`src/rtl/seq_alu_if.sv`:
```
// rtl/seq_alu_if.sv - request/response handshake bundle for seq_alu
interface seq_alu_if #(
    parameter int WIDTH = 32
);
    logic             in_valid;
    logic             in_ready;
    logic [WIDTH-1:0] dataA;
    logic [WIDTH-1:0] dataB;
    logic [2:0]       Signal;
    logic             out_valid;
    logic             out_ready;
    logic [WIDTH-1:0] dataOut;
    logic             zero;
    logic             overflow;

    modport slave (
        input  in_valid, dataA, dataB, Signal, out_ready,
        output in_ready, out_valid, dataOut, zero, overflow
    );

    modport master (
        output in_valid, dataA, dataB, Signal, out_ready,
        input  in_ready, out_valid, dataOut, zero, overflow
    );
endinterface

```
`src/rtl/seq_alu.sv`:
```
// rtl/seq_alu.sv - handshaked ALU with single-cycle ops and a bit-serial unsigned multiply
module seq_alu #(
    parameter int WIDTH = 32
) (
    input  logic      clk,
    input  logic      rst_n,
    seq_alu_if.slave  bus
);
    localparam int SHW = $clog2(WIDTH);

    localparam logic [2:0] OP_AND  = 3'b000;
    localparam logic [2:0] OP_OR   = 3'b001;
    localparam logic [2:0] OP_ADD  = 3'b010;
    localparam logic [2:0] OP_MULU = 3'b011;
    localparam logic [2:0] OP_SRL  = 3'b100;
    localparam logic [2:0] OP_SLL  = 3'b101;
    localparam logic [2:0] OP_SUB  = 3'b110;
    localparam logic [2:0] OP_SLT  = 3'b111;

    typedef enum logic {
        S_IDLE = 1'b0,
        S_MUL  = 1'b1
    } state_t;

    state_t           r_state;
    logic             r_out_valid;
    logic             r_zero;
    logic             r_overflow;
    logic [WIDTH-1:0] r_data_out;
    logic [WIDTH-1:0] r_acc;
    logic [WIDTH-1:0] r_mcand;
    logic [WIDTH-1:0] r_mplier;
    logic [SHW-1:0]   r_cnt;

    logic             w_in_ready;
    logic             w_accept;
    logic             w_is_sub;
    logic             w_cout;
    logic             w_cin_msb;
    logic             w_ovf;
    logic             w_slt;
    logic             w_res_ovf;
    logic [WIDTH-1:0] w_b_op;
    logic [WIDTH-1:0] w_sum;
    logic [WIDTH-1:0] w_result;
    logic [WIDTH-1:0] w_acc_next;
    logic [SHW-1:0]   w_shamt;

    assign w_in_ready = (r_state == S_IDLE) && (!r_out_valid || bus.out_ready);
    assign w_accept   = bus.in_valid && w_in_ready;

    // SUB and SLT share the A + ~B + 1 adder path
    assign w_is_sub = bus.Signal[2] & bus.Signal[1];
    assign w_b_op   = w_is_sub ? ~bus.dataB : bus.dataB;
    assign {w_cout, w_sum} = {1'b0, bus.dataA} + {1'b0, w_b_op} + {{WIDTH{1'b0}}, w_is_sub};
    assign w_cin_msb = w_sum[WIDTH-1] ^ bus.dataA[WIDTH-1] ^ w_b_op[WIDTH-1];
    assign w_ovf     = w_cin_msb ^ w_cout;
    assign w_slt     = w_sum[WIDTH-1] ^ w_ovf;
    assign w_shamt   = bus.dataB[SHW-1:0];
    assign w_res_ovf = (bus.Signal == OP_ADD || bus.Signal == OP_SUB) ? w_ovf : 1'b0;

    always_comb begin
        w_result = '0;
        case (bus.Signal)
            OP_AND:  w_result = bus.dataA & bus.dataB;
            OP_OR:   w_result = bus.dataA | bus.dataB;
            OP_ADD:  w_result = w_sum;
            OP_SUB:  w_result = w_sum;
            OP_SLT:  w_result = {{(WIDTH-1){1'b0}}, w_slt};
            OP_SRL:  w_result = bus.dataA >> w_shamt;
            OP_SLL:  w_result = bus.dataA << w_shamt;
            default: w_result = '0;
        endcase
    end

    assign w_acc_next = r_acc + (r_mplier[0] ? r_mcand : '0);

    always_ff @(posedge clk or negedge rst_n) begin
        if (!rst_n) begin
            r_state     <= S_IDLE;
            r_out_valid <= 1'b0;
            r_data_out  <= '0;
            r_zero      <= 1'b0;
            r_overflow  <= 1'b0;
            r_acc       <= '0;
            r_mcand     <= '0;
            r_mplier    <= '0;
            r_cnt       <= '0;
        end else begin
            case (r_state)
                S_IDLE: begin
                    if (w_accept && bus.Signal == OP_MULU) begin
                        // accept implies the output stage is empty or being drained now
                        r_out_valid <= 1'b0;
                        r_acc       <= '0;
                        r_mcand     <= bus.dataA;
                        r_mplier    <= bus.dataB;
                        r_cnt       <= SHW'(WIDTH - 1);
                        r_state     <= S_MUL;
                    end else if (w_accept) begin
                        r_out_valid <= 1'b1;
                        r_data_out  <= w_result;
                        r_zero      <= (w_result == '0);
                        r_overflow  <= w_res_ovf;
                    end else if (bus.out_ready) begin
                        r_out_valid <= 1'b0;
                    end
                end
                S_MUL: begin
                    r_acc    <= w_acc_next;
                    r_mcand  <= r_mcand << 1;
                    r_mplier <= r_mplier >> 1;
                    if (r_cnt == '0) begin
                        r_out_valid <= 1'b1;
                        r_data_out  <= w_acc_next;
                        r_zero      <= (w_acc_next == '0);
                        r_overflow  <= 1'b0;
                        r_state     <= S_IDLE;
                    end else begin
                        r_cnt <= r_cnt - SHW'(1);
                    end
                end
                default: r_state <= S_IDLE;
            endcase
        end
    end

    assign bus.in_ready  = w_in_ready;
    assign bus.out_valid = r_out_valid;
    assign bus.dataOut   = r_data_out;
    assign bus.zero      = r_zero;
    assign bus.overflow  = r_overflow;
endmodule

```
`src/flat_wrapper.sv`:
```
// flat-port wrapper written by rule: the top's interface ports become plain ports
module seq_alu_flat 
#(
    parameter int WIDTH = 32
)
  (clk, rst_n, bus_in_valid, bus_dataA, bus_dataB, bus_Signal, bus_out_ready, bus_in_ready, bus_out_valid, bus_dataOut, bus_zero, bus_overflow);
  seq_alu_if #(.WIDTH(WIDTH)) bus_i ();
  input  logic clk;
  input  logic rst_n;
  input wire logic [$bits(bus_i.in_valid)-1:0] bus_in_valid;
  input wire logic [$bits(bus_i.dataA)-1:0] bus_dataA;
  input wire logic [$bits(bus_i.dataB)-1:0] bus_dataB;
  input wire logic [$bits(bus_i.Signal)-1:0] bus_Signal;
  input wire logic [$bits(bus_i.out_ready)-1:0] bus_out_ready;
  output wire logic [$bits(bus_i.in_ready)-1:0] bus_in_ready;
  output wire logic [$bits(bus_i.out_valid)-1:0] bus_out_valid;
  output wire logic [$bits(bus_i.dataOut)-1:0] bus_dataOut;
  output wire logic [$bits(bus_i.zero)-1:0] bus_zero;
  output wire logic [$bits(bus_i.overflow)-1:0] bus_overflow;
  assign bus_i.in_valid = bus_in_valid;
  assign bus_i.dataA = bus_dataA;
  assign bus_i.dataB = bus_dataB;
  assign bus_i.Signal = bus_Signal;
  assign bus_i.out_ready = bus_out_ready;
  assign bus_in_ready = bus_i.in_ready;
  assign bus_out_valid = bus_i.out_valid;
  assign bus_dataOut = bus_i.dataOut;
  assign bus_zero = bus_i.zero;
  assign bus_overflow = bus_i.overflow;
  seq_alu #(.WIDTH(WIDTH)) u_core (.clk(clk), .rst_n(rst_n), .bus(bus_i));
endmodule
```
`config.mk`:
```
export PLATFORM = sky130hd
export DESIGN_NAME = seq_alu_flat
export DESIGN_NICKNAME = d
export VERILOG_FILES = /design/src/rtl/seq_alu_if.sv /design/src/rtl/seq_alu.sv /design/src/flat_wrapper.sv
export SDC_FILE = /design/constraint.sdc
export NUM_CORES = 1
export LEC_CHECK = 0
export CORE_ASPECT_RATIO = 1.4
export CORE_MARGIN = 2
export CORE_UTILIZATION = 50
export DETAILED_ROUTE_END_ITERATION = 10
export PLACE_DENSITY = 0.67
export SYNTH_ARGS = -nofsm -noshare
export SYNTH_HDL_FRONTEND = slang
export SYNTH_SLANG_ARGS = --single-unit
```
`constraint.sdc`:
```
create_clock -name clk -period 7.9 [get_ports clk]
set_input_delay 1.58 -clock clk [delete_from_list [all_inputs] [get_ports clk]]
set_output_delay 1.58 -clock clk [all_outputs]
set_load 0.02 [all_outputs]
```
=== After elaboration in Yosys (flattened, before gate mapping) ===
Cells that the tools add are included.

* $add $sub $neg: 4
* Eq/ne operators: 13
* Shift-type cells: 2
* Multiplexer cells: 33
* Bitwise operators: 9
* Reductions and logical operators: 14

{| class="wikitable"
|+ Operators with widths
! kind !! number
|-
| 32-bit 2-to-1 mux || 8
|-
| 32-bit case mux with 2 select lines || 4
|-
| 32-bit case mux with 6 select lines || 1
|-
| 32-bit logical NOT || 2
|-
| 32-bit by 32-bit adder with 33-bit output || 1
|-
| 33-bit by 1-bit adder with 33-bit output || 1
|-
| 32-bit adder || 1
|-
| 32-bit bitwise AND || 1
|-
| 32-bit NOT || 1
|-
| 32-bit bitwise OR || 1
|-
| 32-bit by 5-bit << shifter with 32-bit output || 1
|-
| 32-bit by 5-bit >> shifter with 32-bit output || 1
|-
| 1-bit 2-to-1 mux || 13
|-
| 3-bit == test, second input constant || 4
|-
| 5-bit 2-to-1 mux || 2
|-
| 5-bit case mux with 2 select lines || 1
|-
| 2-bit inequality test, second input constant || 4
|-
| 1-bit case mux with 2 select lines || 4
|-
| 3-bit by 2-bit == test with 1-bit output, second input constant || 2
|-
| 5-bit logical NOT || 1
|-
| 5-bit by 1-bit subtractor with 5-bit output, second input constant || 1
|-
| 4-bit by 3-bit inequality test with 1-bit output, second input constant || 1
|-
| 2-bit AND reduction || 2
|-
| 1-bit XOR || 4
|-
| 10 further kinds || 13
|}

* Register bits after elaboration: 137
* Bits of input ports: 71
* Output and inout bits: 36
* Logic and storage cells: 84

=== Longest topological paths before layout ===
Gate-level depths: netlist (run 1).

* Depth in word-level cells: 13
* Depth in mapped cells: 18
* Depth with buffers taken out: 14

=== Worst setup path after synthesis (run 1) ===
No wires, ideal clock.

* Path type: in2reg
* From: in bus_dataB[3]
* To: reg u_core.r_zero, in the netlist u_core.bus.zero
* Library setup time: 0.069 ns
* Arrival: 5.425 ns
* Required time: 7.831 ns
* Setup slack: 2.406 ns
* Stages: 18
* Path buffers: 5
* Path through: clkbuf_1 clkbuf_1 buf_1 clkbuf_1 xnor2_1 ha_1 clkbuf_1 nand4_1 or2_2 o221ai_2 a21oi_2 nor3_1 o31ai_1 xnor2_1 a211o_1 nor4_1 nand2_1 nand3_1

* Word-level cells in the longest chain between the ends: 13
* Elaborated cells on any way between the ends: 17
* Those cells by class: 2 x add/sub; 2 x shift; 5 x mux; 7 x bitwise; 1 x reduce/logical

{| class="wikitable"
|+ RTL lines
! what !! RTL line !! text
|-
| start: declaration || flat_wrapper.sv:12 || <nowiki>input wire logic [$bits(bus_i.dataB)-1:0] bus_dataB;</nowiki>
|-
| 32-bit NOT || seq_alu.sv:54 || <nowiki>assign w_b_op = w_is_sub ? ~bus.dataB : bus.dataB;</nowiki>
|-
| 32-bit 2-to-1 mux || seq_alu.sv:54 ||
|-
| 32-bit by 32-bit adder with 33-bit output || seq_alu.sv:55 || <nowiki>assign {w_cout, w_sum} = {1'b0, bus.dataA} + {1'b0, w_b_op} + {{WIDTH{1'b0}}, w_is_sub};</nowiki>
|-
| 33-bit by 1-bit adder with 33-bit output || seq_alu.sv:55 ||
|-
| 1-bit XOR (2 in series) || seq_alu.sv:56 || <nowiki>assign w_cin_msb = w_sum[WIDTH-1] ^ bus.dataA[WIDTH-1] ^ w_b_op[WIDTH-1];</nowiki>
|-
| 1-bit XOR || seq_alu.sv:57 || <nowiki>assign w_ovf = w_cin_msb ^ w_cout;</nowiki>
|-
| 1-bit XOR || seq_alu.sv:58 || <nowiki>assign w_slt = w_sum[WIDTH-1] ^ w_ovf;</nowiki>
|-
| 32-bit case mux with 6 select lines (*) || seq_alu.sv:64 || <nowiki>case (bus.Signal)</nowiki>
|-
| 32-bit logical NOT (*) || seq_alu.sv:103 || <nowiki>r_zero <= (w_result == '0);</nowiki>
|-
| 1-bit 2-to-1 mux (*) || seq_alu.sv:100 || <nowiki>end else if (w_accept) begin</nowiki>
|-
| 1-bit 2-to-1 mux (*) || seq_alu.sv:92 || <nowiki>if (w_accept && bus.Signal == OP_MULU) begin</nowiki>
|-
| 1-bit case mux with 2 select lines (*) || seq_alu.sv:90 || <nowiki>case (r_state)</nowiki>
|-
| end signal: assignment || seq_alu.sv:103 ||
|-
| end signal: assignment || seq_alu.sv:116 || <nowiki>r_zero <= (w_acc_next == '0);</nowiki>
|-
| end: declaration || seq_alu.sv:27 || <nowiki>logic r_zero;</nowiki>
|}

Mark *: on every way between the ends. The rest lies on a longest branch, timed or not. The select of a mux whose other input is x is not followed.
A chain may end at the register's enable or synchronous reset.

=== Worst setup path in the final report (run 1) ===
* From: in bus_Signal[1]
* To: reg u_core.r_data_out[0], in the netlist u_core.bus.dataOut[0]

* Word-level cells in the longest chain between the ends: 12
* Elaborated cells on any way between the ends: 24
* Those cells by class: 2 x add/sub; 8 x eq/ne; 5 x mux; 5 x bitwise; 4 x reduce/logical

{| class="wikitable"
|+ RTL lines
! what !! RTL line !! text
|-
| start: declaration || flat_wrapper.sv:13 || <nowiki>input wire logic [$bits(bus_i.Signal)-1:0] bus_Signal;</nowiki>
|-
| 1-bit bitwise AND || seq_alu.sv:53 || <nowiki>assign w_is_sub = bus.Signal[2] & bus.Signal[1];</nowiki>
|-
| 32-bit 2-to-1 mux || seq_alu.sv:54 ||
|-
| 32-bit by 32-bit adder with 33-bit output || seq_alu.sv:55 ||
|-
| 33-bit by 1-bit adder with 33-bit output || seq_alu.sv:55 ||
|-
| 1-bit XOR (2 in series) || seq_alu.sv:56 ||
|-
| 1-bit XOR || seq_alu.sv:57 ||
|-
| 1-bit XOR || seq_alu.sv:58 ||
|-
| 32-bit case mux with 6 select lines || seq_alu.sv:64 ||
|-
| 32-bit 2-to-1 mux || seq_alu.sv:100 ||
|-
| 32-bit 2-to-1 mux || seq_alu.sv:92 ||
|-
| 32-bit case mux with 2 select lines || seq_alu.sv:90 ||
|-
| end signal: assignment || seq_alu.sv:102 || <nowiki>r_data_out <= w_result;</nowiki>
|-
| end signal: assignment || seq_alu.sv:115 || <nowiki>r_data_out <= w_acc_next;</nowiki>
|-
| end: declaration || seq_alu.sv:29 || <nowiki>logic [WIDTH-1:0] r_data_out;</nowiki>
|}

Parallel ways exist; a longest one is shown, timed or not. The select of a mux whose other input is x is not followed.

==> results of run 1 <==
==> metrics by stage <==
| stage | util [%] | instances | power [mW] |
|---|---|---|---|
| floorplan | - | 1762 | 2.59 |
| global placement | 55.0 | 2130 | 3.32 |
| detailed placement | 55.0 | 2130 | 3.36 |
| CTS | 57.3 | 2162 | 4.26 |
| global route | 57.3 | 2162 | 4.53 |
| finish | 57.3 | 2162 | 4.29 |
==> worst max-delay path by stage <==
stage	start	end	slack, ns	cells after the start
5_1_grt	bus_Signal[1]	u_core.bus.dataOut[0]	1.10	15
4_1_cts	bus_Signal[1]	u_core.bus.dataOut[0]	1.56	15
2_1_floorplan	bus_dataB[3]	u_core.bus.zero	2.41	18
3_3_place_gp	bus_Signal[1]	u_core.bus.zero	1.32	16
3_5_place_dp	bus_Signal[1]	u_core.bus.dataOut[0]	1.09	15
6_report	bus_Signal[1]	u_core.bus.dataOut[0]	1.38	15
==> cells in the mapped netlist (all sizes together) (44+ instances only) <==
| cell type | count |
|---|---|
| xnor2 | 54 |
| mux4 | 49 |
| nand3 | 46 |
| clkbuf | 99 |
| a22oi | 70 |
| ha | 67 |
| mux2i | 48 |
| and2 | 44 |
| nor2 | 90 |
| dfrtp | 137 |
| nand2 | 298 |
| a21oi | 96 |
| o21ai | 114 |
==> power by group through the flow <==
stage               Combinational, mW  Clock, mW  Sequential [mW]
floorplan                        1.41          0             1.19
global route                     2.42      0.929             1.18
global placement                 2.17          0             1.15
detailed placement               2.20          0             1.16
finish                           2.24      0.891             1.15
CTS                              2.21      0.901             1.15
==> per-layer routing <==
metal / share of wire (%) / GRT usage (%) / wire length (um)
met5: 0.080 / 0 / 48
met4: 8.5 / 28.4 / 5110
met3: 8.2 / 6.47 / 4960
met2: 47 / 66.1 / 28100
met1: 36 / 46.8 / 21900
==> logic make-up after synthesis <==
group           count (synthesis)  share of synthesized area (%)
fa+ha+maj                      95                           7.87
compound gates                526                           24.6
simple gates                  619                           20.0
buf+inv                       174                           5.06
xor+xnor                       74                           4.48
mux                           137                           14.3
flops                         137                           23.7
==> worst register-to-register path, delay by kind of cell (launching register included) <==
family	cells	cell delay, ns
fa+ha+maj	2	0.65
flops	1	0.71
xor+xnor	1	0.25
simple gates	6	1.75
compound gates	5	1.55
==> sequential cells by signal (all words and copies together) (netlist names) <==
signal and count:
u_core.bus.dataOut 32, u_core.r_acc 32, u_core.r_mcand 32, u_core.r_mplier 32, u_core.r_cnt 5, u_core.bus.out_valid 1, u_core.bus.overflow 1, u_core.bus.zero 1
u_core.r_state 1
==> final cells by class <==
cell class | count | area share (%)
inverter | 33 | 0.761
tap | 375 | 2.88
sequential | 137 | 21.1
clock buffer | 17 | 2.61
multi-input combinational | 1451 | 63.6
clock inverter | 15 | 1.32
timing repair buffer | 134 | 7.71
==> impl_metrics.json, run 1 <==
{
  "syn_nets": 1902,
  "core_area_sq_um": 28400,
  "synth_top_area_cell": "dfrtp_1",
  "h-tree-depth": 4,
  "wirelength_um": 60200,
  "reg2reg_depth": 14,
  "placed_area_sq_um": 15600,
  "numCtsBuffers": 17,
  "grt_pass1_vias": 14500,
  "insertion_delay_ns": 0.46,
  "crit_buf_inv": 2,
  "cts_tree": "yes",
  "cts_root_buffer": "clkbuf_16",
  "cp_slowest_cell": "clkdlybuf4s50_1",
  "start_util_pct": 50.9,
  "startpoint_type": "primary input",
  "power_density_nw_per_um2": 263,
  "die_y_um": 205,
  "holdWs_ns": 0.478,
  "clockBufferDepth": 2,
  "ys_top_cells_by_area": "dfrtp_1 (24%), nand2_1 (7.7%), mux4_2 (6.2%)",
  "path_delay_family": "simple AND/OR/NAND/NOR gates",
  "peakVddDrop_uv": 172,
  "synth_cells": 1762,
  "drt-vias-per-instance": 6.92,
  "crit_chain": "clkdlybuf4s50_1 > nand2_1 > buf_4 > xnor2_1 > ha_1 > nand4_1 > nor4_1 > a211oi_1 > a211oi_1 > o2111ai_1 > and3_1 > nor3_1 > o21ai_0 > mux2i_1 > o21ai_0",
  "r2r_slack_ns": 2.95,
  "finalMaxSlewViolations": 0,
  "synth.distinct_cells": 90,
  "fp.dieArea_sq_um": 30300,
  "drcViolationCount": 0,
  "max_stage_delay_ns": 0.82,
  "holdPathStages": 2,
  "ant_nets": 0,
  "final_cell_mix": "nand2_1 (298), dfrtp_1 (136), o21ai_0 (113), clkdlybuf4s50_1 (101), a21oi_1 (95)",
  "p_comb_share_pct": 52.3,
  "cap_violations": 0,
  "overflow": 0,
  "ys.flop_type": "dfrtp_1",
  "cp_max_fo": 23,
  "synth_seq_cells": 137,
  "seq_area_frac_synth_pct": 23.7,
  "grtUsageTotal_pct": 39.8,
  "reg2reg_to": "u_core.bus.zero",
  "power_switching_mw": 1.94,
  "worst-setup-path-type": "in -> reg",
  "regArea_sq_um": 3430,
  "clock_sinks": 137,
  "rsz0062_at_grt": "no",
  "cts_hold_buf": 0,
  "outcome": "completed",
  "drt-pass1-iter-count": 6,
  "leakagePower_nw": 6.97,
  "place_congestion": 1.04,
  "grt_max_degree": 94,
  "end_kind": "register",
  "multi_input_area_sq_um": 10400,
  "synth_edf_count": 0,
  "finClkSkew_ns": 0.0129,
  "intPower_mw": 2.34,
  "drt_iter0_drc": 1429,
  "worst_slew_pin_slew_ns": 1.06,
  "rows": 73,
  "hp-start": "u_core.bus.dataOut[23]",
  "vias": 15000,
  "design_area_sq_um": 16300,
  "hold_class": "reg -> reg",
  "arrival_ns": 6.83,
  "port_buffers": 106,
  "drive_gt1_share_pct": 9.96,
  "die_w_um": 148,
  "detailed_place_hpwl_um": 44700,
  "final_common_cell": "nand2_1",
  "relSlewSlack_pct": 28.5,
  "switching_share_pct": 45.4,
  "path_clk_slew_ns": 0.07,
  "yosys_warnings": 0,
  "wire_per_inst_um": 27.8,
  "p_clk_share_pct": 20.8,
  "fin_crit_sh_pct": 82.5,
  "antenna_found_initial": 3,
  "post_cts_buffers": 0,
  "fmax_mhz": 153,
  "dpl_worst_slack_ns": 1.09,
  "whs_endpoint": "u_core.bus.dataOut[23]",
  "crit_required_ns": 8.21,
  "async_flop_share_pct": 100,
  "grt_pass1_wl_um": 89700,
  "synth_top_area_share_pct": 23.7,
  "hold_viol": 0,
  "fillers": 2633,
  "setup_tns_ns": 0,
  "setup-violations-final": 0,
  "n_antenna_cell": 0,
  "io_pins": 107,
  "fin_ws_ns": 1.38,
  "cts_resized": 0,
  "nets": 1914,
  "syn_area_sq_um": 14500,
  "p_seq_share_pct": 26.9,
  "min_period_ns": 6.52,
  "r2r-start": "u_core.r_mplier[0]",
  "syn2layout_area_growth_pct": 12.5,
  "syn_avg_cell_area_sq_um": 8.21
}
No activity file was read; power rests on OpenSTA's default activity.
==> run 2, diff against run 1 <==
- clock period: 7.9 -> 6.3 ns (I/O delays scaled with it)
==> run 2 against run 1 <==
  * Flip-flop and latch count unchanged
  * Non-clock buffer count up 32
  * Global-route usage down 0.47 points
  * Cell count up 1.5%
  * Hold slack worse by 0.0021 ns
  * Via count about the same
  * Clock-buffer cell count up 3
  * Wire length down 0.92%
  * First-iteration DRC count up 1.5%
  * Critical path depth unchanged
==> impl_metrics.json, run 2 (same netlist as run 1, synthesis figures left out) <==
{
  "h-tree-depth": 4,
  "fillers": 2605,
  "cts_root_buffer": "clkbuf_16",
  "utilization_pct": 58.0,
  "drcViolationCount": 0,
  "ant_nets": 0,
  "path_clk_slew_ns": 0.07,
  "insertion_delay_ns": 0.45,
  "numCtsBuffers": 17,
  "rsz0062_at_grt": "no",
  "end_kind": "register",
  "min_period_ns": 5.49,
  "post_cts_buffers": 0,
  "design_area_sq_um": 16500,
  "syn2layout_area_growth_pct": 13.9,
  "fin_crit_sh_pct": 87.1,
  "grt_max_degree": 84,
  "rows": 73,
  "startpoint_type": "primary input",
  "core_area_sq_um": 28400,
  "relSlewSlack_pct": 37.0,
  "stdcell_count": 2194,
  "grtUsageTotal_pct": 39.4,
  "wirelength_um": 59600,
  "dpl.cell_count": 2162,
  "wire_per_inst_um": 27.2,
  "vias": 15000,
  "fin_ws_ns": 0.811,
  "regArea_sq_um": 3430,
  "multi_input_area_sq_um": 10400,
  "die_y_um": 205,
  "antenna_found_initial": 0,
  "drt-vias-per-instance": 6.82,
  "cap_violations": 0,
  "setup_tns_ns": 0,
  "leakagePower_nw": 7.11,
  "clock_sinks": 137,
  "drive_gt1_share_pct": 11.4,
  "cp_max_fo": 11,
  "peakVddDrop_uv": 210,
  "grt_pass1_wl_um": 89500,
  "arrival_ns": 5.79,
  "start_util_pct": 50.9,
  "intPower_mw": 2.88,
  "p_seq_share_pct": 28.2,
  "power_density_nw_per_um2": 323,
  "p_clk_share_pct": 19.5,
  "grt_pass1_vias": 14500,
  "fp.dieArea_sq_um": 30300,
  "overflow": 0,
  "outcome": "completed",
  "port_buffers": 106,
  "detailed_place_hpwl_um": 44800,
  "io_pins": 107,
  "power_switching_mw": 2.44,
  "cts_tree": "yes",
  "worst_slew_pin_slew_ns": 0.943,
  "drt-pass1-iter-count": 6,
  "hp-start": "u_core.bus.dataOut[3]",
  "place_congestion": 1.03,
  "final_cell_mix": "nand2_1 (298), dfrtp_1 (136), o21ai_0 (113), clkdlybuf4s50_1 (101), a21oi_1 (95)",
  "nets": 1946,
  "r2r_slack_ns": 1.39,
  "cp-startpoint": "bus_Signal[1]",
  "drt_iter0_drc": 1450,
  "finClkSkew_ns": 0.0156,
  "placed_area_sq_um": 15900,
  "clockBufferDepth": 2,
  "finalMaxSlewViolations": 0,
  "hold_viol": 0,
  "fmax_mhz": 182,
  "cts_hold_buf": 0,
  "n_antenna_cell": 0,
  "dpl_worst_slack_ns": 0.475,
  "crit_required_ns": 6.60,
  "worst-setup-path-type": "in -> reg",
  "die_w_um": 148,
  "final_common_cell": "nand2_1",
  "hold_class": "reg -> reg",
  "p_comb_share_pct": 52.3,
  "r2r-start": "u_core.r_mplier[0]",
  "cts_resized": 0,
  "setup-violations-final": 0,
  "switching_share_pct": 45.9
}
[run 2: cell count changes in the layout (fill, tap and decap cells not counted)]
cell	change
buf_4	+30
buf_12	+2
bufinv_16	-2
clkbuf_1	+2
clkinv_4	-2
inv_6	+2
inv_8	-2
clkbuf_8	+1
clkinv_2	+1
[run 2: final cells by class]
class                      instances  area share, %
sequential                       137           20.8
inverter                          33          0.751
tap                              375           2.85
clock inverter                    12          0.835
timing repair buffer             166           9.22
clock buffer                      20           2.71
multi-input combinational       1451           62.8
[run 2: path summary, 6_finish.rpt]
path / endpoint / depth (start not counted)
max: u_core.bus.dataOut[0] / 15
min: u_core.bus.dataOut[3] / 1
max reg2reg: u_core.bus.zero / 14
min reg2reg: u_core.bus.dataOut[3] / 1
max in group asynchronous: u_core.r_mcand[12] / 2
min in group asynchronous: u_core.r_mplier[5] / 1
[run 2: power groups by stage]
stage	logic, mW	clock network (mW)	registers [mW]
floorplan	1.76	0	1.49
global placement	2.70	0	1.49
detailed placement	2.73	0	1.51
CTS	2.74	1.04	1.49
global route	3.01	1.08	1.54
finish	2.78	1.04	1.50
[run 2: worst max-delay path: stages]
cell and delay [ns]:
clkdlybuf4s50_1 0.49, nand2_1 0.25, buf_4 0.30, xnor2_1 0.15, ha_1 0.44, nand4_1 0.20, nor4_1 0.65, a211oi_1 0.25
a211oi_1 0.57, o2111ai_1 0.28, and3_1 0.21, nor3_1 0.29, o21ai_0 0.19, mux2i_1 0.17, o21ai_0 0.09
[run 2: routing by layer]
metal | GRT usage (%) | share of wire [%]
met3 | 5.96 | 7.7
met4 | 26.0 | 7.7
met5 | 0 | 0
met1 | 47.3 | 37
met2 | 65.5 | 47
[run 2: per-stage QoR]
stage	hold WS (ns)	total power, mW
after floorplan	0.446	3.25
after global placement	0.459	4.19
after detailed placement	0.465	4.24
after CTS	0.480	5.28
after global routing	0.501	5.63
final	0.476	5.32
==> run 3, diff against run 2 <==
- MAX_ROUTING_LAYER: default -> met4
==> run 3 against run 2 <==
  * Sequential share of layout area grew 0.15 points
  * Via count increased by 0.27%
  * Utilization is 0.43 points lower
  * Non-clock buffer count is 12 lower
  * Cell area down 0.74%
  * Flip-flop and latch count did not move
  * Clock skew shrank 0.00056 ns
  * Hold slack improved by 0.0020 ns
  * Largest cell class unchanged
  * Clock-buffer cell count decreased by 1
  * Cell count shrank 0.50%
  * Combinational power is 1% higher
==> impl_metrics.json, run 3 (same netlist as run 1, synthesis figures left out) <==
{
  "finalMaxSlewViolations": 0,
  "path_clk_slew_ns": 0.06,
  "cap_violations": 0,
  "cp_max_fo": 9,
  "grt_max_degree": 84,
  "dpl.cell_count": 2150,
  "min_period_ns": 5.56,
  "drt-vias-per-instance": 6.87,
  "drcViolationCount": 0,
  "cts_resized": 0,
  "worst-setup-path-type": "in -> reg",
  "peakVddDrop_uv": 174,
  "cts_tree": "yes",
  "cts_hold_buf": 0,
  "grt_pass1_vias": 14600,
  "final_common_cell": "nand2_1",
  "die_y_um": 205,
  "power_density_nw_per_um2": 320,
  "port_buffers": 106,
  "drt-pass1-iter-count": 6,
  "detailed_place_hpwl_um": 44400,
  "end_kind": "register",
  "rows": 73,
  "arrival_ns": 5.86,
  "nets": 1934,
  "final_cell_mix": "nand2_1 (298), dfrtp_1 (136), o21ai_0 (113), clkdlybuf4s50_1 (101), a21oi_1 (95)",
  "wirelength_um": 59700,
  "grt_pass1_wl_um": 89000,
  "vias": 15000,
  "fp.dieArea_sq_um": 30300,
  "cp_slowest_cell": "nor4_1",
  "wire_per_inst_um": 27.4,
  "worst_slew_pin_slew_ns": 1.17,
  "antenna_found_initial": 1,
  "drt_iter0_drc": 1526,
  "fillers": 2638,
  "fin_crit_sh_pct": 88.2,
  "rsz0062_at_grt": "no",
  "stdcell_count": 2183,
  "clockBufferDepth": 2,
  "io_pins": 107,
  "insertion_delay_ns": 0.45,
  "dpl_worst_slack_ns": 0.360,
  "core_area_sq_um": 28400,
  "start_util_pct": 50.9,
  "h-tree-depth": 4,
  "fin_ws_ns": 0.744,
  "ant_nets": 0,
  "hold_class": "reg -> reg",
  "outcome": "completed",
  "post_cts_buffers": 0,
  "finClkSkew_ns": 0.0151,
  "clock_sinks": 137,
  "numCtsBuffers": 17,
  "syn2layout_area_growth_pct": 13.1,
  "relSlewSlack_pct": 20.9,
  "setup-violations-final": 0,
  "setup_tns_ns": 0,
  "crit_chain": "clkdlybuf4s50_1 > nand2_1 > buf_4 > xnor2_1 > ha_1 > nand4_1 > nor4_1 > a211oi_1 > a211oi_1 > o2111ai_1 > and3_1 > nor3_1 > o21ai_0 > mux2i_1 > o21ai_0",
  "leakagePower_nw": 7.03,
  "startpoint_type": "primary input",
  "overflow": 0,
  "place_congestion": 1.04,
  "die_w_um": 148,
  "hold_viol": 0,
  "drive_gt1_share_pct": 10.9,
  "fmax_mhz": 180,
  "crit_required_ns": 6.60,
  "max_stage_delay_ns": 0.68,
  "grtUsageTotal_pct": 40.4,
  "cts_root_buffer": "clkbuf_16"
}
-- run 3: cell count changes in the layout (fill, tap and decap cells not counted) --
cell / previous run / this run
inv_8: 0 / 2
clkinvlp_4: 2 / 3
buf_4: 59 / 47
diode_2: 0 / 1
clkbuf_1: 2 / 1
bufinv_16: 2 / 0
-- run 3: worst max-delay path, delay by kind of cell --
family	cells	cell delay, ns
AO/OA/AOI/OAI	5	1.41
buffers and inverters	2	0.77
adder cells (fa/ha/maj)	1	0.44
multiplexers	1	0.17
XOR/XNOR	1	0.13
AND/OR/NAND/NOR	5	1.67
-- run 3: metrics by stage --
stage / instance area (sq um) / power, mW / util (%) / hold WS (ns)
after floorplan: 14500 / 3.25 / - / 0.446
after global placement: 15800 / 4.18 / 55.7 / 0.458
after detailed placement: 15800 / 4.23 / 55.7 / 0.464
after CTS: 16400 / 5.21 / 57.6 / 0.480
after global routing: 16400 / 5.55 / 57.6 / 0.505
final: 16400 / 5.24 / 57.6 / 0.478
-- run 3: area by class of cell --
| class | instances | area, sq um | area share (%) |
|---|---|---|---|
| Sequential cell | 137 | 3430 | 21.0 |
| Clock inverter | 13 | 108 | 0.658 |
| Antenna cell | 1 | 2.50 | 0.0153 |
| Inverter | 33 | 124 | 0.757 |
| Timing Repair Buffer | 154 | 1430 | 8.74 |
| Multi-Input combinational cell | 1451 | 10400 | 63.3 |
| Tap cell | 375 | 469 | 2.87 |
| Clock buffer | 19 | 443 | 2.71 |
-- run 3: path summary, 6_finish.rpt --
check / start / to / slack (ns) / depth (start not counted)
min in group asynchronous: rst_n / u_core.r_mplier[5] / 0.86 / 1
min reg2reg: u_core.r_mplier[11] / u_core.r_mplier[11] / 0.48 / 2
min: u_core.r_mplier[11] / u_core.r_mplier[11] / 0.48 / 2
max: bus_Signal[1] / u_core.bus.dataOut[0] / 0.74 / 15
max reg2reg: u_core.r_mplier[0] / u_core.bus.zero / 1.34 / 14
max in group asynchronous: rst_n / u_core.r_mcand[13] / 4.16 / 2
-- run 3: where the power goes --
group | leakage [nW] | switching, mW | internal [mW]
clock | 0.265 | 0.441 | 0.524
combinational | 4.98 | 1.76 | 1.06
sequential | 1.78 | 0.242 | 1.21
total | 7.03 | 2.44 | 2.80
-- run 3: per-layer routing --
metal  GRT usage [%]  part of all wire, %  vias to the layer above
met2            65.7                   48                      835
met5               -                    0                        -
met3            7.27                  7.9                      230
met1            45.6                   37                     7279
met4            26.5                  7.4                        0
li1                -                    -                     6663
